**src/rtl/fetch_unit.sv**
```systemverilog
`default_nettype none
// ============================================================================
//  Module   : fetch_unit
//  Purpose  : Instruction fetch stage: PC generation, imem requests, response
//             FIFO, redirect flush and ecall halt. Define FETCH_STATS_EN to add
//             the stat_fetched/stat_flushed counters.
//  Revision : 1.0  initial release
// ============================================================================
module fetch_unit #(
  parameter int unsigned     XLEN     = 32,
  parameter logic [XLEN-1:0] RESET_PC = '0,
  parameter int unsigned     QDEPTH   = 2
) (
  input  logic            clk,
  input  logic            reset,
  output logic            imem_req_valid,
  input  logic            imem_req_ready,
  output logic [XLEN-1:0] imem_req_addr,
  input  logic            imem_resp_valid,
  input  logic [XLEN-1:0] imem_resp_data,
  output logic            inst_valid,
  input  logic            inst_ready,
  output logic [XLEN-1:0] inst_out,
  output logic [XLEN-1:0] inst_pc,
  input  logic            redirect_valid,
  input  logic [XLEN-1:0] redirect_pc,
  input  logic            halt_req,
  output logic            is_halted
`ifdef FETCH_STATS_EN
  ,
  output logic [31:0]     stat_fetched,
  output logic [31:0]     stat_flushed
`endif
);

  localparam int unsigned     c_AW      = $clog2(QDEPTH);
  localparam int unsigned     c_CW      = $clog2(QDEPTH) + 1;
  localparam logic [c_CW:0]   c_QD      = QDEPTH[c_CW:0];
  localparam logic [c_AW-1:0] c_PTR_ONE = {{(c_AW-1){1'b0}}, 1'b1};
  localparam logic [c_CW-1:0] c_CNT_ONE = {{(c_CW-1){1'b0}}, 1'b1};
  localparam logic [XLEN-1:0] c_PC_STEP = XLEN'(4);
  localparam logic [XLEN-1:0] c_ALIGN   = {{(XLEN-2){1'b1}}, 2'b00};

  typedef enum logic [1:0] {
    S_FETCH  = 2'd0,
    S_DRAIN  = 2'd1,
    S_HALTED = 2'd2
  } state_t;

  state_t          r_state, w_state_nxt;
  logic            r_run;
  logic [XLEN-1:0] r_fetch_pc;
  logic [c_CW-1:0] r_fifo_cnt, r_outstanding, r_drop;
  logic [c_AW-1:0] r_fifo_wr, r_fifo_rd, r_pcq_wr, r_pcq_rd;
  logic [XLEN-1:0] r_fifo_inst [QDEPTH];
  logic [XLEN-1:0] r_fifo_pc   [QDEPTH];
  logic [XLEN-1:0] r_pcq       [QDEPTH];

  logic            w_acc, w_pop, w_redirect, w_resp_live, w_resp_drop, w_push;
  logic [c_CW:0]   w_inflight;
  logic [c_CW-1:0] w_acc_n, w_push_n, w_pop_n, w_out_nxt, w_drop_nxt;

  assign w_inflight     = {1'b0, r_fifo_cnt} + {1'b0, r_outstanding};
  assign imem_req_valid = r_run && (r_state == S_FETCH) && (w_inflight < c_QD);
  assign imem_req_addr  = r_fetch_pc;
  assign inst_valid     = (r_fifo_cnt != '0);
  assign inst_out       = inst_valid ? r_fifo_inst[r_fifo_rd] : '0;
  assign inst_pc        = inst_valid ? r_fifo_pc[r_fifo_rd]   : '0;
  assign is_halted      = (r_state == S_HALTED);

  assign w_acc       = imem_req_valid && imem_req_ready;
  assign w_pop       = inst_valid && inst_ready;
  assign w_redirect  = redirect_valid && r_run && (r_state != S_HALTED);
  // Responses with nothing in flight and nothing to drop are protocol errors.
  assign w_resp_live = imem_resp_valid && ((r_drop != '0) || (r_outstanding != '0));
  assign w_resp_drop = imem_resp_valid &&
                       ((r_drop != '0) || (w_redirect && (r_outstanding != '0)));
  assign w_push      = w_resp_live && !w_resp_drop;

  assign w_acc_n  = {{(c_CW-1){1'b0}}, w_acc};
  assign w_push_n = {{(c_CW-1){1'b0}}, w_push};
  assign w_pop_n  = {{(c_CW-1){1'b0}}, w_pop};

  always_comb begin
    w_drop_nxt = r_drop;
    w_out_nxt  = r_outstanding + w_acc_n - w_push_n;
    if (w_redirect) begin
      w_drop_nxt = r_drop + r_outstanding + w_acc_n;
      w_out_nxt  = '0;
    end
    if (w_resp_drop) begin
      w_drop_nxt = w_drop_nxt - c_CNT_ONE;
    end
  end

  always_comb begin
    w_state_nxt = r_state;
    case (r_state)
      S_FETCH: begin
        if (halt_req && r_run) begin
          w_state_nxt = ((r_outstanding != '0) || w_acc) ? S_DRAIN : S_HALTED;
        end
      end
      S_DRAIN: begin
        if (!w_redirect && (w_out_nxt == '0)) begin
          w_state_nxt = S_HALTED;
        end
      end
      S_HALTED: w_state_nxt = S_HALTED;
      default:  w_state_nxt = S_FETCH;
    endcase
  end

  always_ff @(posedge clk or negedge reset) begin
    if (!reset) begin
      r_state       <= S_FETCH;
      r_run         <= 1'b0;
      r_fetch_pc    <= RESET_PC;
      r_fifo_cnt    <= '0;
      r_outstanding <= '0;
      r_drop        <= '0;
      r_fifo_wr     <= '0;
      r_fifo_rd     <= '0;
      r_pcq_wr      <= '0;
      r_pcq_rd      <= '0;
    end else begin
      r_state       <= w_state_nxt;
      r_run         <= 1'b1;
      r_outstanding <= w_out_nxt;
      r_drop        <= w_drop_nxt;
      if (w_redirect) begin
        r_fetch_pc <= redirect_pc & c_ALIGN;
        r_fifo_cnt <= '0;
        r_fifo_wr  <= '0;
        r_fifo_rd  <= '0;
        r_pcq_wr   <= '0;
        r_pcq_rd   <= '0;
      end else begin
        if (w_acc) begin
          r_fetch_pc <= r_fetch_pc + c_PC_STEP;
          r_pcq_wr   <= r_pcq_wr + c_PTR_ONE;
        end
        if (w_push) begin
          r_pcq_rd  <= r_pcq_rd + c_PTR_ONE;
          r_fifo_wr <= r_fifo_wr + c_PTR_ONE;
        end
        if (w_pop) begin
          r_fifo_rd <= r_fifo_rd + c_PTR_ONE;
        end
        r_fifo_cnt <= r_fifo_cnt + w_push_n - w_pop_n;
      end
    end
  end

  // Storage needs no reset: contents are masked until the count covers them.
  always_ff @(posedge clk) begin
    if (w_acc && !w_redirect) begin
      r_pcq[r_pcq_wr] <= r_fetch_pc;
    end
    if (w_push) begin
      r_fifo_inst[r_fifo_wr] <= imem_resp_data;
      r_fifo_pc[r_fifo_wr]   <= r_pcq[r_pcq_rd];
    end
  end

`ifdef FETCH_STATS_EN
  logic [31:0]     r_stat_fetched, r_stat_flushed;
  logic [c_CW-1:0] w_flush_fifo;
  logic [32:0]     w_fetched_sum, w_flushed_sum;

  // A pop in the redirect cycle counts as delivered, not flushed.
  assign w_flush_fifo  = w_redirect ? (r_fifo_cnt - w_pop_n) : '0;
  assign w_fetched_sum = {1'b0, r_stat_fetched} + {32'd0, w_pop};
  assign w_flushed_sum = {1'b0, r_stat_flushed} + 33'(w_flush_fifo) + {32'd0, w_resp_drop};

  always_ff @(posedge clk or negedge reset) begin
    if (!reset) begin
      r_stat_fetched <= '0;
      r_stat_flushed <= '0;
    end else begin
      r_stat_fetched <= w_fetched_sum[32] ? 32'hFFFF_FFFF : w_fetched_sum[31:0];
      r_stat_flushed <= w_flushed_sum[32] ? 32'hFFFF_FFFF : w_flushed_sum[31:0];
    end
  end

  assign stat_fetched = r_stat_fetched;
  assign stat_flushed = r_stat_flushed;
`else
  // Statistics counters are not built in this configuration.
`endif

endmodule
`default_nettype wire

```
**config.mk**
```make
export PLATFORM = sky130hd
export DESIGN_NAME = fetch_unit
export DESIGN_NICKNAME = d
export VERILOG_FILES = /design/src/rtl/fetch_unit.sv
export SDC_FILE = /design/constraint.sdc
export NUM_CORES = 1
export LEC_CHECK = 0
export BUFFER_PORTS_ARGS = -buffer_cell sky130_fd_sc_hd__buf_2
export CORE_MARGIN = 8
export CORE_UTILIZATION = 50
export DETAILED_ROUTE_END_ITERATION = 16
export PLACE_DENSITY = 0.73
export SLEW_MARGIN = 5
export SYNTH_ARGS = -nofsm -noshare
export SYNTH_HDL_FRONTEND = slang
export SYNTH_SLANG_ARGS = --single-unit
```
**constraint.sdc**
```tcl
create_clock -name clk -period 8 [get_ports clk]
set_input_delay 2 -clock clk [delete_from_list [all_inputs] [get_ports clk]]
set_output_delay 2 -clock clk [all_outputs]
set_load 0.02 [all_outputs]
```
==> Word level (Yosys, flattened, before mapping) <==
Memories as Yosys holds them, arrays and structs flattened.
Cells that the tools add are included.
{ "totals": {"mem_bits_ro": 0, "wordCells": 83, "ff_bits": 45, "n_memories": 3, "latch_bits": 0, "in_bits": 71, "ram_bits": 192} }
{ "memory_table": {"columns": ["memory", "depth", "word_bits", "rd", "rd_ports_with_merged_regs", "wr", "line", "source"], "rows": [
  ["r_fifo_inst", 2, 32, 1, 0, 1, "55", "logic [XLEN-1:0] r_fifo_inst [QDEPTH];"],
  ["r_fifo_pc", 2, 32, 1, 0, 1, "56", "logic [XLEN-1:0] r_fifo_pc [QDEPTH];"],
  ["r_pcq", 2, 32, 1, 0, 1, "57", "logic [XLEN-1:0] r_pcq [QDEPTH];"]
]} }
{ "classes": {"addsub": 13, "n_mux": 24, "n_eq_ne": 5, "magnitude_cmp": 1, "mul": 0, "shift": 0, "n_bitwise": 0, "reduce_logical": 27, "n_div": 0} }
{ "ops": {"columns": ["op", "n"], "rows": [
  ["2-to-1 mux 32 bit", 4],
  ["adder 32 x 3 -> 32 bit, second input constant", 1],
  ["2-to-1 mux 2 bit", 7],
  ["logical AND 1 bit", 13],
  ["2-to-1 mux 1 bit", 12],
  ["nonzero test 2 bit", 6],
  ["adder 2 x 1 -> 2 bit", 3],
  ["one-hot mux 2 bit (3 select lines)", 1],
  ["adder 1 bit, second input constant", 4],
  ["logical NOT 2 bit", 2],
  ["inequality test 2 bit, second input constant", 2],
  ["subtractor 2 x 1 -> 2 bit", 2],
  ["adder 2 x 2 -> 3 bit", 1],
  ["logical OR 1 bit", 3],
  ["< comparator 3 x 2 -> 1 bit, second input constant", 1],
  ["adder 2 bit", 1],
  ["equality test 2 x 1 -> 1 bit, second input constant", 1],
  ["equality test 2 bit, second input constant", 1],
  ["logical NOT 1 bit", 2],
  ["inequality test 2 x 1 -> 1 bit, second input constant", 1],
  ["AND reduction 2 bit", 1],
  ["subtractor 2 x 1 -> 2 bit, second input constant", 1]
]} }

==> Depth between registers and ports, before layout <==
Gate-level depths: netlist of run 1.
{ "depth": {"depth_word": 13, "depth_mapped": 13, "depth_no_buf": 12} }

==> Worst setup path before layout of run 1 <==
No wires, ideal clock.
{ "synth_timing": {"path_type": "input -> register", "from": "in redirect_valid", "to": "mem r_fifo_inst[0][0], enable pin", "path_slack_ns": 2.174, "setup_ns": 0.483, "path_stages": 5, "arrival_ns": 5.343, "path_cell_list": "nand2_1 or2_2 clkbuf_1 o2111ai_1 nor2_1"} }
{ "synth_via": {"elab_chain_len": 9} }
{ "synth_lines": {"columns": ["element", "line", "source"], "rows": [
  ["start, declared", "25", "input logic redirect_valid,"],
  ["logical AND 1 bit (2 in series)", "73", "assign w_redirect = redirect_valid && r_run && (r_state != S_HALTED);"],
  ["logical AND 1 bit", "77", "((r_drop != '0) || (w_redirect && (r_outstanding != '0)));"],
  ["logical OR 1 bit", "77", null],
  ["logical AND 1 bit", "76", "assign w_resp_drop = imem_resp_valid &&"],
  ["logical NOT 1 bit", "78", "assign w_push = w_resp_live && !w_resp_drop;"],
  ["logical AND 1 bit", "78", null],
  ["2-to-1 mux 1 bit", "160", "if (w_push) begin"],
  ["2-to-1 mux 1 bit (implied by the code)", "161", "r_fifo_inst[r_fifo_wr] <= imem_resp_data;"],
  ["end, declared", "55", null]
]} }
Every way passes these cells.

==> Worst setup path in the final report of run 1 <==
{ "layout_timing": {"from": "reg r_fifo_rd", "to": "out inst_pc[31]"} }
{ "layout_via": {"elab_chain_len": 2} }
{ "layout_lines": {"columns": ["element", "line", "source"], "rows": [
  ["start, declared", "54", "logic [c_AW-1:0] r_fifo_wr, r_fifo_rd, r_pcq_wr, r_pcq_rd;"],
  ["start signal, assigned", "148", "r_fifo_rd <= r_fifo_rd + c_PTR_ONE;"],
  ["memory (2 x 32 bit)", null, null],
  ["2-to-1 mux 32 bit", "68", "assign inst_pc = inst_valid ? r_fifo_pc[r_fifo_rd] : '0;"],
  ["end, declared", "24", "output logic [XLEN-1:0] inst_pc,"]
]} }
Every way passes these cells.

==> metrics.md, run 1 <==
| Metric | Value |
|---|---|
| Buf+Inv Stages, Crit Path | `1` |
| Reg clk slew, reported paths | `0.06 ns` |
| Final clock skew | `about 0.0075 ns` |
| Worst Path Arrival | `roughly 2.3 ns` |
| Post-route cell area | `around 0.011 mm²` |
| Wire per inst | `approximately 19 µm` |
| Critical Path End Type | `output pin` |
| Beginning of the critical path | `r_fifo_rd$_DFFE_PN0P_` |
| CTS tree | `yes` |
| Chip Width | `around 150 µm` |
| Antenna cell count | `0` |
| Total grt overflow | `0` |
| CP delay by family, top | `flip-flops` |
| Post-synthesis sequential area ratio | `a little over two thirds` |
| Synth unique cells | `42` |
| EDFF count, synth | `184` |
| Die footprint | `0.0235 mm²` |
| IR drop worst, VDD | `between 0.2 and 0.25 mV` |
| Layout cells sized above 1 | `30.9%` |
| Io pins | `170` |
| Clock tree buffer depth | `3` |
| I/O Buffers | `between 150 and 200` |
| Initial Util | `between 50% and 60%` |
| Reg-to-reg endpoint | `r_state[1]$_DFFE_PN0P_` |
| Cells after synthesis | `642` |
| R2r setup slk | `4.45 ns` |
| Root Buffer | `clkbuf_16` |
| TritonCTS Buffers | `23` |
| Mapped cell area | `0.00943 mm²` |
| Die Y | `153 µm` |
| Fin crit period | `between 4 and 5 ns` |
| Max Cap Viol | `0` |
| Critical path depth | `3` |
| DP HPWL | `roughly 13000 µm` |
| Final antenna-violating net count | `0` |
| RR Startpoint | `r_outstanding[0]$_DFF_PN0_` |
| Status | `complete, no violations` |
| Setup-failing EPs final | `0` |
| Static leakage power | `~0.0044 µW` |
| Synth Warn # | `0` |
| GRT Util Overall | `approximately 16%` |
| Kind of critical path | `register to output pin` |
| Iter 0 DRT Violations | `roughly 280` |
| Pre-CTS WS | `3.37 ns` |
| Slew Viols, Final | `0` |
| Register bit count reported by yosys | `between 200 and 250` |
| Placed Area | `approximately 0.010 mm²` |
| Aggregate routed wire length | `19800 µm` |
| Setup TNS | `0 ns` |
| Ys async rst share | `18.9%` |
| RSZ-0062 raised after global routing | `no` |
| H-Tree Level Count | `1` |
| Final nets | `about 890` |
| Via count | `5635` |
| GP Congestion | `slightly above 0.8` |
| Final Hold Vio Count | `0` |
| Crit-path slowest cell | `dfrtp_4` |
| Period utilization | `54.2%` |
| Initial antenna violation count | `0` |
| CP Launch Type | `register` |
| Vias in the first global route | `around 5900` |
| Worst Tran Pin Value | `approximately 1.2 ns` |
| Critical-path maximum fanout | `63` |
| Synth-to-layout area growth | `19.2%` |
| DRC Markers | `0` |
| Path category of the worst min-delay check | `register to register` |
| Worst setup endpoint | `inst_pc[31]` |
| Setup repair bufs after CTS | `0` |
| Fmax | `roughly 230 MHz` |
| Filler instances | `between 1000 and 1500` |
| # resized after CTS | `0` |
| Final WS setup | `between 3 and 4 ns` |
| Worst R2R Path Depth | `12` |
| Core Region | `between 0.015 and 0.02 mm²` |
| Top_reg_cell synth | `edfxtp_1` |
| # hold bufs at CTS | `0` |
| P per Cell Area | `approximately 380 mW/mm²` |
| Drt first pass iters | `5` |
| First-pass GRT wire length | `a little over 30000 µm` |
| Clock sinks | `~230` |
| Clock latency on the worst-skew pair | `0.49 ns` |
| Fin util | `between 60 and 70%` |
| Vias per cell | `about 5.3` |
| Max_slew headroom | `22.3%` |
| Largest net degree at the start of global routing | `64` |
| WP data required | `roughly 6 ns` |
| Critical path cell sequence | `mux2i_1 -> nor2_1 -> buf_2` |
| Row cnt | `50` |
| Syn_area_per_cell | `approximately 15 µm²` |
| Largest stage delay, worst path | `around 1.2 ns` |
## registers in the layout, summed over array words and instances, names as in the netlist, 2 cells and up
| register | flops |
|---|---|
| r_fifo_inst | 64 |
| imem_req_addr | 30 |
| r_state | 2 |
| r_fifo_cnt | 2 |
| r_drop | 2 |
| r_outstanding | 2 |
| r_fifo_pc | 60 |
| r_pcq | 60 |
## per-stage QoR
step                      hold slack (ns)  total power, µW  cells
after floorplan                     0.525             2760    645
after global placement              0.501             3230   1016
final                               0.538             4320   1057
after detailed placement            0.529             3280   1016
after global routing                0.568             4530   1057
after CTS                           0.552             4360   1057
## cells by family after synthesis
logic type               share of synthesized area [%]
XOR/XNOR                                          3.71
buffers and inverters                             2.31
AND/OR/NAND/NOR                                   9.68
adder cells (fa/ha/maj)                           1.62
multiplexers                                      10.5
other                                           0.0796
flip-flops                                        70.0
AO/OA/AOI/OAI                                     2.11
## worst min path at each step
| stage | from | to | cells past startpoint |
|---|---|---|---|
| final | imem_req_addr[31]$_DFFE_PN0N_ | r_pcq[1][31]$_DFFE_PP_ | 0 |
| after global routing | imem_req_addr[31]$_DFFE_PN0N_ | r_pcq[1][31]$_DFFE_PP_ | 0 |
| after CTS | imem_req_addr[31]$_DFFE_PN0N_ | r_pcq[1][31]$_DFFE_PP_ | 0 |
| after detailed placement | imem_req_addr[31]$_DFFE_PN0N_ | r_pcq[0][31]$_DFFE_PP_ | 0 |
| after global placement | imem_req_addr[31]$_DFFE_PN0N_ | r_pcq[0][31]$_DFFE_PP_ | 0 |
| after floorplan | r_pcq_wr$_DFFE_PN0N_ | r_pcq_wr$_DFFE_PN0N_ | 2 |
## synth_stat cells, types with 4 or more instances
cell / instances / area [µm²]
edfxtp_1: 184 / 5530
nor2_1: 85 / 319
mux2i_1: 64 / 641
nand2_1: 45 / 169
dfrtp_1: 43 / 1080
xnor2_1: 34 / 298
mux2_2: 31 / 349
o21ai_0: 17 / 85.1
clkbuf_1: 16 / 60.1
inv_1: 13 / 48.8
nor3_1: 12 / 60.1
o21ai_1: 11 / 55.1
ha_1: 9 / 113
nand3_1: 8 / 40.0
and2_1: 7 / 43.8
buf_2: 6 / 30.0
buf_4: 6 / 45.0
xor2_1: 6 / 52.6
nand4_1: 4 / 25.0
nor4_4: 4 / 85.1
## layer usage
metal	part of all wire [%]	track usage, %	vias to the layer above	wire length [µm]
met3	6.9	3.67	32	1370
met5	0	0	-	0
met2	49	28.6	210	9650
met4	2.0	5.18	0	405
li1	-	-	2629	-
met1	42	20.0	2764	8360
## cell usage in the layout, fill, tap and decap left out, types with 13 or more instances in the layout
cell type and n:
buf_2 163, clkbuf_16 23, dfrtp_1 42, edfxtp_1 184
inv_1 13, mux2_2 31, mux2i_1 64, nand2_1 45
nor2_1 81, o21ai_0 17, xnor2_1 34
## power breakdown
part	switching [µW]	internal (µW)	total [µW]
registers	300	1560	1860
logic	852	537	1390
clock network	409	663	1070
## layout make-up
class	count	area [µm²]	area share (%)
flip-flops and latches	227	6610	58.7
inverters	13	48.8	0.434
multi-input cells	372	2660	23.6
repair buffers	170	868	7.72
clock inverters	8	119	1.06
well taps	234	293	2.60
clock buffers	33	653	5.81
Power figures use the tool's default switching activity.
==> run 2: changes to the inputs <==
clock period = 4.2 ns   (was 8 ns; I/O delays follow)
==> run 2 against run 1 <==
  * Setup slack got worse by 3.1 ns
  * Register-to-register slack worse by 3.9 ns
  * First-iteration DRC count up 7.2%
  * Hold slack got worse by 0.014 ns
  * Die area did not move
  * Final area is 0.17% higher
  * Clock-buffer cell count up 1
  * Clock power is 78% higher
  * Cell count increased by 0.57%
  * Clock skew increased by 0.0013 ns
==> metrics.md, run 2 (synthesized netlist as in run 1, its figures left out) <==
| Metric | Value |
|---|---|
| WP data required | `4.58 ns (-1.42 ns)` |
| Period utilization | `between 80% and 90%` |
| Combinational group share of total power | `34.3% (+2.1 points)` |
| Metal-1 WL | `8670 µm (+3.8%)` |
| Initial Util | `50.8% (unchanged)` |
| CTS tree | `yes` |
| Clock latency on the worst-skew pair | `0.50 ns (about the same)` |
| Final clock skew | `0.00884 ns (+0.00133 ns)` |
| Core Region | `0.0186 mm² (unchanged)` |
| Cell internal pwr | `5130 µW (+86%)` |
| Clock tree buffer depth | `3 (unchanged)` |
| RSZ-0062 raised after global routing | `no` |
| Regs by FF count | `r_fifo_inst: 64 flops, r_fifo_pc: 60 flops, r_pcq: 60 flops` |
| Via count | `5610 (-0.44%)` |
| Max Cap Viol | `0 (unchanged)` |
| Final nets | `895 (+0.67%)` |
| Uppermost layer routed | `met4` |
| Aggregate routed wire length | `20100 µm (+1.5%)` |
| Switching Fraction | `36.9% (+0.79 points)` |
| Iter 0 DRT Violations | `299 (+7.2%)` |
| Sequential cell area | `0.00661 mm² (unchanged)` |
| # hold bufs at CTS | `0 (unchanged)` |
| Slew Viols, Final | `0 (unchanged)` |
| Fin crit period | `3.61 ns` |
| Fmax | `between 200 and 300 MHz` |
| Die Y | `153 µm (unchanged)` |
| Drt first pass iters | `4 (-1)` |
| Seq pwr share | `42.4% (-0.6 points)` |
| H-Tree Level Count | `1 (unchanged)` |
| Row cnt | `50 (unchanged)` |
| P per Cell Area | `723 mW/mm² (+88%)` |
| Largest Register | `r_fifo_inst` |
| Path category of the worst min-delay check | `register to register` |
| Critical path cell sequence | `and2_1 -> fa_1 -> and4bb_2 -> and2_1 -> inv_1 -> ha_1 -> inv_1 -> ha_1 -> xor2_1 -> xnor2_1 -> a21oi_1 -> mux2_2` |
| Die footprint | `0.0235 mm² (unchanged)` |
| Clock sinks | `227 (unchanged)` |
| Kind of critical path | `register to register` |
| GP Congestion | `0.831 (+0.86%)` |
| Critical Path End Type | `register` |
| Worst Path Arrival | `3.99 ns (+1.65 ns)` |
| Final Hold Vio Count | `0 (unchanged)` |
| Hold slack final | `0.524 ns (-0.0142 ns)` |
| Filler instances | `1429 (+1.4%)` |
| Vias in the first global route | `5972 (+0.61%)` |
| IR drop worst, VDD | `0.439 mV (+110%)` |
| Largest net degree at the start of global routing | `44 (-31%)` |
| TritonCTS Buffers | `23 (unchanged)` |
| Synth-to-layout area growth | `19.4%` |
| Clock group share of total power | `23.4% (-1.4 points)` |
| Commonest non-fill, non-tap cell in the layout | `edfxtp_1` |
| WL met3 | `1190 µm (-13%)` |
| Antenna cell count | `0 (unchanged)` |
| Final antenna-violating net count | `0 (unchanged)` |
| Io pins | `170 (unchanged)` |
| Max reg flops | `64 (unchanged)` |
| Initial antenna violation count | `0 (unchanged)` |
| Setup-failing EPs final | `0 (unchanged)` |
| Largest stage delay, worst path | `0.45 ns (-0.74 ns)` |
| Wire per inst | `18.9 µm (+0.91%)` |
| Met2 wire length | `9800 µm (+1.6%)` |
| GRT Util Overall | `16.5% (+0.11 points)` |
| Reg clk slew, reported paths | `0.06 ns (about the same)` |
| I/O Buffers | `163 (unchanged)` |
| Vias per cell | `5.28 (-1.0%)` |
| DP HPWL | `13400 µm (+3.3%)` |
| Setup TNS | `0 ns (unchanged)` |
| Crit-path slowest cell | `dfrtp_1` |
| Critical-path maximum fanout | `8 (-87%)` |
| Setup repair bufs after CTS | `0 (unchanged)` |
| Max_slew headroom | `28.5% (+6.2 points)` |
| Root Buffer | `clkbuf_16` |
| First-pass GRT wire length | `31500 µm (+1.1%)` |
| Area of the multi-input gates | `0.00267 mm² (+0.24%)` |
| Total grt overflow | `0 (unchanged)` |
| # resized after CTS | `0 (unchanged)` |
| DRC Markers | `0 (unchanged)` |
| Worst Tran Pin Value | `1.07 ns (-0.0929 ns)` |
| Commonest non-fill, non-tap cells in the layout | `edfxtp_1, buf_2, nor2_1, mux2i_1, nand2_1` |
| Status | `complete, no violations` |
| Chip Width | `153 µm (unchanged)` |
| Net switching power of the design | `3010 µW (+93%)` |
| Static leakage power | `0.00440 µW (+0.24%)` |
| CP Launch Type | `register` |
| Layout cells sized above 1 | `31.0% (+0.14 points)` |
[run 2: changes by cell type in the layout (fill, tap and decap cells not counted)]
cell        delta
inv_6          +1
clkinvlp_4     -1
buf_4          +3
nor3_4         +1
clkbuf_8       -2
bufinv_16      -2
nor3_2         -1
clkbuf_1       +3
clkinv_2       +1
buf_12         +3
[run 2: layout make-up]
type | instances | area share [%]
multi-input combinational | 372 | 23.7
tap | 234 | 2.60
sequential | 227 | 58.6
timing repair buffer | 176 | 8.44
inverter | 13 | 0.433
clock buffer | 34 | 5.65
clock inverter | 7 | 0.578
[run 2: path summary, 6_finish.rpt]
check,startpoint,slack (ns),cells after the start,to
worst max-delay path,r_outstanding[0]$_DFF_PN0_,0.59,12,r_state[1]$_DFFE_PN0P_
worst min-delay path,imem_req_addr[31]$_DFFE_PN0N_,0.52,0,r_pcq[1][31]$_DFFE_PP_
max in group asynchronous,reset,2.67,1,r_fifo_rd$_DFFE_PN0P_
worst min register to register,imem_req_addr[31]$_DFFE_PN0N_,0.52,0,r_pcq[1][31]$_DFFE_PP_
min in group asynchronous,reset,0.76,1,imem_req_addr[26]$_DFFE_PN0N_
worst max register to register,r_outstanding[0]$_DFF_PN0_,0.59,12,r_state[1]$_DFFE_PN0P_
[run 2: power by group through the flow]
stage          sequential, µW  clock (µW)  combinational [µW]
2_1_floorplan            3480           0                1770
3_3_place_gp             3460           0                2770
3_5_place_dp             3490           0                2820
4_1_cts                  3450        1940                2830
5_1_grt                  3500        2040                3020
6_report                 3450        1900                2790
[run 2: critical path, delay by kind of cell (launching register included)]
family	cells	cell delay [ns]
buffers and inverters	2	0.26
multiplexers	1	0.36
XOR/XNOR	2	0.31
flip-flops	1	0.45
adder cells (fa/ha/maj)	3	0.95
AND/OR/NAND/NOR	3	0.92
AO/OA/AOI/OAI	1	0.23
[run 2: stage by stage]
| stage | power (µW) | instances | utilization [%] | instance area [µm²] | setup slack, ns |
|---|---|---|---|---|---|
| 2_1_floorplan | 5250 | 645 | - | 9450 | -0.676 |
| 3_3_place_gp | 6220 | 1022 | 56.8 | 10600 | 0.736 |
| 3_5_place_dp | 6310 | 1022 | 56.8 | 10600 | 0.656 |
| 4_1_cts | 8220 | 1063 | 60.6 | 11300 | 0.621 |
| 5_1_grt | 8570 | 1063 | 60.6 | 11300 | 0.428 |
| 6_report | 8140 | 1063 | 60.6 | 11300 | 0.592 |
[run 2: layer usage]
metal | global-route usage (%) | up-vias
met5 | 0 | -
met4 | 5.65 | 0
met3 | 3.78 | 32
met2 | 27.8 | 177
met1 | 20.7 | 2752
li1 | - | 2649
